===== config.mk =====
export PLATFORM = sky130hd
export DESIGN_NAME = cache_fill_ctrl
export DESIGN_NICKNAME = d
export VERILOG_FILES = /design/src/rtl/cache_pkg.sv /design/src/rtl/cache_victim_sel.sv /design/src/rtl/cache_fill_ctrl.sv
export SDC_FILE = /design/constraint.sdc
export NUM_CORES = 1
export LEC_CHECK = 0
export ABC_CLOCK_PERIOD_IN_PS = 2800
export BUFFER_PORTS_ARGS = -buffer_cell sky130_fd_sc_hd__buf_2
export CAP_MARGIN = 40
export CORE_UTILIZATION = 52
export DETAILED_ROUTE_END_ITERATION = 10
export MAX_ROUTING_LAYER = met4
export PLACE_DENSITY = 0.79
export SYNTH_ARGS = -nofsm -noshare
export SYNTH_HDL_FRONTEND = slang
export SYNTH_SLANG_ARGS = --single-unit

===== constraint.sdc =====
create_clock -name clk -period 2.8 [get_ports clk]
set_input_delay 0.42 -clock clk [delete_from_list [all_inputs] [get_ports clk]]
set_output_delay 0.42 -clock clk [all_outputs]
set_load 0.05 [all_outputs]

===== src/rtl/cache_pkg.sv =====
// Shared types and constants for the cache fill controller slice.
package cache_pkg;

  localparam int unsigned DEF_WAYS       = 4;
  localparam int unsigned DEF_TOTAL_SIZE = 16;
  localparam int unsigned DEF_TIMEOUT    = 16;

  // Widths of way select and set index for the default geometry.
  localparam int unsigned WAY_W = $clog2(DEF_WAYS);
  localparam int unsigned IDX_W = $clog2(DEF_TOTAL_SIZE / DEF_WAYS);

  typedef enum logic [2:0] {
    IDLE,
    LOOKUP,
    MEM_REQ,
    MEM_WAIT,
    FILL,
    DONE
  } fill_state_e;

  // Width helper that never returns zero, so single-entry geometries still
  // get a one-bit field.
  function automatic int unsigned clog2_min1(input int unsigned v);
    return (v <= 1) ? 1 : $clog2(v);
  endfunction

endpackage


===== src/rtl/cache_victim_sel.sv =====
// Victim way selection: lowest-numbered invalid way, otherwise the
// round-robin pointer of the set. Purely combinational.
module cache_victim_sel
  import cache_pkg::*;
#(
  parameter  int unsigned WAYS = DEF_WAYS,
  localparam int unsigned WW   = clog2_min1(WAYS)
) (
  input  logic [WAYS-1:0] valid_in,
  input  logic [WW-1:0]   rr_ptr,
  output logic [WW-1:0]   victim,
  output logic            use_rr
);

  // Scan from the top way down so the lowest invalid way is the last to win.
  always_comb begin
    victim = rr_ptr;
    use_rr = 1'b1;
    for (int unsigned w = WAYS; w > 0; w--) begin
      if (!valid_in[w-1]) begin
        victim = WW'(w - 1);
        use_rr = 1'b0;
      end
    end
  end

endmodule


===== src/rtl/cache_fill_ctrl.sv =====
// Cache miss/refill controller: lookup, victim choice, memory refill
// handshake, array write and completion report, one request at a time.
// Optional feature macro: CACHE_FILL_TIMEOUT_EN (MEM_WAIT timeout with done_err).
module cache_fill_ctrl
  import cache_pkg::*;
#(
  parameter  int unsigned WAYS       = DEF_WAYS,
  parameter  int unsigned TOTAL_SIZE = DEF_TOTAL_SIZE,
  parameter  int unsigned TIMEOUT    = DEF_TIMEOUT,
  localparam int unsigned SETS       = TOTAL_SIZE / WAYS,
  localparam int unsigned WW         = clog2_min1(WAYS),
  localparam int unsigned IW         = clog2_min1(SETS)
) (
  input  logic            clk,
  input  logic            rst,
  input  logic            req_valid,
  output logic            req_ready,
  input  logic [IW-1:0]   req_index,
  input  logic            hit,
  input  logic [WW-1:0]   hit_way,
  input  logic [WAYS-1:0] valid_in,
  output logic            mem_req_valid,
  input  logic            mem_req_ready,
  input  logic            mem_resp_valid,
  output logic            arr_we,
  output logic [WW-1:0]   arr_way,
  output logic [IW-1:0]   arr_index,
  output logic            done_valid,
  output logic            done_hit,
  output logic [WW-1:0]   done_way,
  output logic            done_err
);

  if (WAYS < 2 || (WAYS & (WAYS - 1)) != 0 || TIMEOUT == 0) begin : g_bad_params
    $error("cache_fill_ctrl: WAYS must be a power of two >= 2 and TIMEOUT nonzero");
  end

  fill_state_e   state, state_n;
  logic [IW-1:0] idx_q;
  logic [WW-1:0] way_q;
  logic          hit_q;
  logic          use_rr_q;
  logic [WW-1:0] rr_ptr [SETS];
  logic [WW-1:0] sel_way;
  logic          sel_use_rr;
  logic          wait_expired;

  cache_victim_sel #(.WAYS(WAYS)) u_victim_sel (
    .valid_in (valid_in),
    .rr_ptr   (rr_ptr[idx_q]),
    .victim   (sel_way),
    .use_rr   (sel_use_rr)
  );

  // State register plus request index and lookup outcome capture.
  always_ff @(posedge clk) begin
    if (!rst) begin
      state    <= IDLE;
      idx_q    <= '0;
      way_q    <= '0;
      hit_q    <= 1'b0;
      use_rr_q <= 1'b0;
    end else begin
      state <= state_n;
      if (state == IDLE && req_valid) begin
        idx_q <= req_index;
      end
      if (state == LOOKUP) begin
        hit_q    <= hit;
        way_q    <= hit ? hit_way : sel_way;
        use_rr_q <= !hit && sel_use_rr;
      end
    end
  end

  // Per-set round-robin pointers; advanced only once a pointer-chosen victim is written.
  always_ff @(posedge clk) begin
    if (!rst) begin
      for (int unsigned s = 0; s < SETS; s++) begin
        rr_ptr[s] <= '0;
      end
    end else if (state == FILL && use_rr_q) begin
      rr_ptr[idx_q] <= rr_ptr[idx_q] + 1'b1;
    end
  end

`ifdef CACHE_FILL_TIMEOUT_EN
  localparam int unsigned TW = clog2_min1(TIMEOUT);

  logic [TW-1:0] wait_cnt;
  logic          err_q;

  assign wait_expired = (wait_cnt == TW'(TIMEOUT - 1));

  // MEM_WAIT cycle counter and sticky error flag for the current request.
  always_ff @(posedge clk) begin
    if (!rst) begin
      wait_cnt <= '0;
      err_q    <= 1'b0;
    end else begin
      if (state == MEM_WAIT) begin
        wait_cnt <= wait_cnt + 1'b1;
      end else begin
        wait_cnt <= '0;
      end
      if (state == LOOKUP) begin
        err_q <= 1'b0;
      end else if (state == MEM_WAIT && !mem_resp_valid && wait_expired) begin
        err_q <= 1'b1;
      end
    end
  end

  assign done_err = (state == DONE) && err_q;
`else
  assign wait_expired = 1'b0;
  assign done_err     = 1'b0;
`endif

  // Next-state and Moore handshake/strobe outputs.
  always_comb begin
    state_n       = state;
    req_ready     = 1'b0;
    mem_req_valid = 1'b0;
    arr_we        = 1'b0;
    done_valid    = 1'b0;
    unique case (state)
      IDLE: begin
        req_ready = 1'b1;
        if (req_valid) state_n = LOOKUP;
      end
      LOOKUP: begin
        state_n = hit ? DONE : MEM_REQ;
      end
      MEM_REQ: begin
        mem_req_valid = 1'b1;
        if (mem_req_ready) state_n = MEM_WAIT;
      end
      MEM_WAIT: begin
        if (mem_resp_valid)    state_n = FILL;
        else if (wait_expired) state_n = DONE;
      end
      FILL: begin
        arr_we  = 1'b1;
        state_n = DONE;
      end
      DONE: begin
        done_valid = 1'b1;
        state_n    = IDLE;
      end
      default: state_n = IDLE;
    endcase
  end

  // In IDLE the arrays see the incoming index so the tag read lines up with LOOKUP.
  assign arr_index = (state == IDLE) ? req_index : idx_q;
  assign arr_way   = way_q;
  assign done_hit  = (state == DONE) && hit_q;
  assign done_way  = (state == DONE) ? way_q : '0;

endmodule


==> impl_results.md <==
* Chip Height at 45.9 um
* Vias/cell at 5.36
* Vias in the first global route at 677
* FF-to-FF Start: state[2]
* Via count at 804
* Post-DP HPWL at 1.41 mm
* DRT Pass-1 Iters at 4
* DRT iter0 DRCs at 21
* Most common cell in the netlist: nand2_1
* I/O Pins at 26
* Hold-fix buffers at CTS at 0
* Slew Limit Fails at 0
* HP Start: valid_in[1]
* Die X-Extent at 45.9 um
* Worst Clk Skew at 15.1 ps
* Pre-CTS setup slack at 974 ps
* WS Path Type: reg -> out
* Clk buf depth at 2
* Leak Pwr at 0.485 nW
* Worst EP arrival at 1730 ps
* CTS Buf Count at 3
* Final setup violation count at 0
* VDD IR max at 0.000527 V
* Worst-Skew Late Latency at 310 ps
* Largest net degree at the start of global routing at 15
* Tot Pwr at 0.640 mW
* Worst EP required at 2380 ps
* RSZ-0062 raised after global routing: false
* Outcome: completed
* Fin crit share at 0.768
* CP Max Fanout at 11
* Worst setup EP type: primary output
* Dpl cells at 146
* CTS root buf: clkbuf_4
* Seq/Total Area, Yosys at 0.459
* CP startpoint: state[1]
* Minimum clock period at 2150 ps
* Core area at 0.00176 mm^2
* Leading post-synthesis cells by cell area: edfxtp_1 (24%), dfxtp_1 (22%), mux2_2 (6.7%)
* PnR worst setup slack at 649 ps
* Synth cell types at 38
* Gr busiest metal: met2
* CTS tree: built
* Maxcap violations at 0
* Post-synth top flop: dfxtp_1
* Syn Area/Cell at 9.84 um^2
* Startpoint types: flop
* Routed Antenna Nets at 0
* Htree depth at 1
* GP Congestion at 0.743
* Yosys top cell area share at 0.239
* Cell Count, Final, Fillers Out at 150
* Clk sink count at 19
* Placed cell areas at 0.00113 mm^2
* Routing usage on met1 at 0.262
* Post-synth EDFFs at 8
* TNS Setup at 0 ps
* Clock slew at reported path FFs at 120 ps
* DRC viols at 0
* Post-Layout Inst Area at 0.00116 mm^2
* Number of fill cells at 151
* Synth Net Count at 116
* Hold/Removal Path Class: in -> reg
* Starting Density at 0.569
* Synth-to-layout area growth at 15.2%
* F_max at 465 MHz
* Die area at 0.00211 mm^2
* Row count at 15
* Grt ovf at 0
* Cell taking the most area after synthesis: edfxtp_1
* Initial antenna violation count at 0
* Port buffer count at 24
* Seq cells post-synth at 19
* Wire per inst at 12.5 um
* Final wirelength at 1.87 mm
* Min Hold Slack at 421 ps
* Share of post-route cells with drive strength above 1 at 0.312
* Final hold vios at 0
* Commonest cells post-synth: nand2_1 (14), dfxtp_1 (11), nor2_1 (11)
* Setup Buffers After CTS at 0
* Ys async rst share at 0
* ANT cells at 0
* # resized after CTS at 0
* Nets at 140
* First-pass GRT wire length at 2.96 mm
* Power Density at 553 mW/mm^2
* Final core occ at 0.655
* Met2 Use GR at 0.327
* Synth warn at 0
* Synthesized area at 0.00100 mm^2
* GRT Resource Usage Total at 0.211
* Met3 Usage GRT at 0.0476
* Synth Instances at 102
==> worst paths after layout <==
| check | to | slack [ps] | cells past startpoint |
|---|---|---|---|
| max | arr_index[0] | 650 | 3 |
| min | arr_way[1] | 420 | 3 |
| max reg2reg | rr_ptr[2][0] | 970 | 4 |
| min reg2reg | hit_q | 540 | 2 |
==> final cells by class <==
class,instances,area (um^2),share of cell area
multi-input combinational,77,513,0.444
sequential,19,460,0.398
timing repair buffer,24,120,0.104
tap,25,31.3,0.0271
clock buffer,3,22.5,0.0195
clock inverter,1,5.00,0.00433
inverter,1,3.75,0.00325
==> report_power, final <==
group	leakage (nW)	switching [mW]	internal, mW
combinational	0.295	0.107	0.0605
clock	0.0177	0.0885	0.0534
sequential	0.173	0.0246	0.306
total	0.485	0.220	0.419
==> logic make-up after synthesis <==
family	count (synthesis)	share of synthesized area
AO/OA/AOI/OAI	17	0.121
XOR/XNOR	1	0.00873
buffers and inverters	6	0.0349
flip-flops	19	0.459
multiplexers	8	0.0997
other	1	0.00374
AND/OR/NAND/NOR	50	0.273
==> critical path: stages, from the launching register on <==
cell     delay, ps
dfxtp_1        450
nor3_2         400
mux2_2         370
buf_2          210
==> layer usage <==
layer / vias to the layer above / share of wire
met5: - / 0
met4: 0 / 0.012
met3: 4 / 0.042
met2: 27 / 0.47
met1: 365 / 0.47
li1: 408 / -
==> layout by cell type, fill, tap and decap left out, types with 3 or more instances in the layout <==
cell type	netlist	routed
buf_2	1	24
nand2_1	14	14
nor2_1	11	11
dfxtp_1	11	11
edfxtp_1	8	8
mux2_2	6	6
nor2b_1	5	5
and3_1	4	4
a21boi_0	4	4
nand2b_1	3	3
clkbuf_4	0	3
Power figures use the tool's default switching activity.
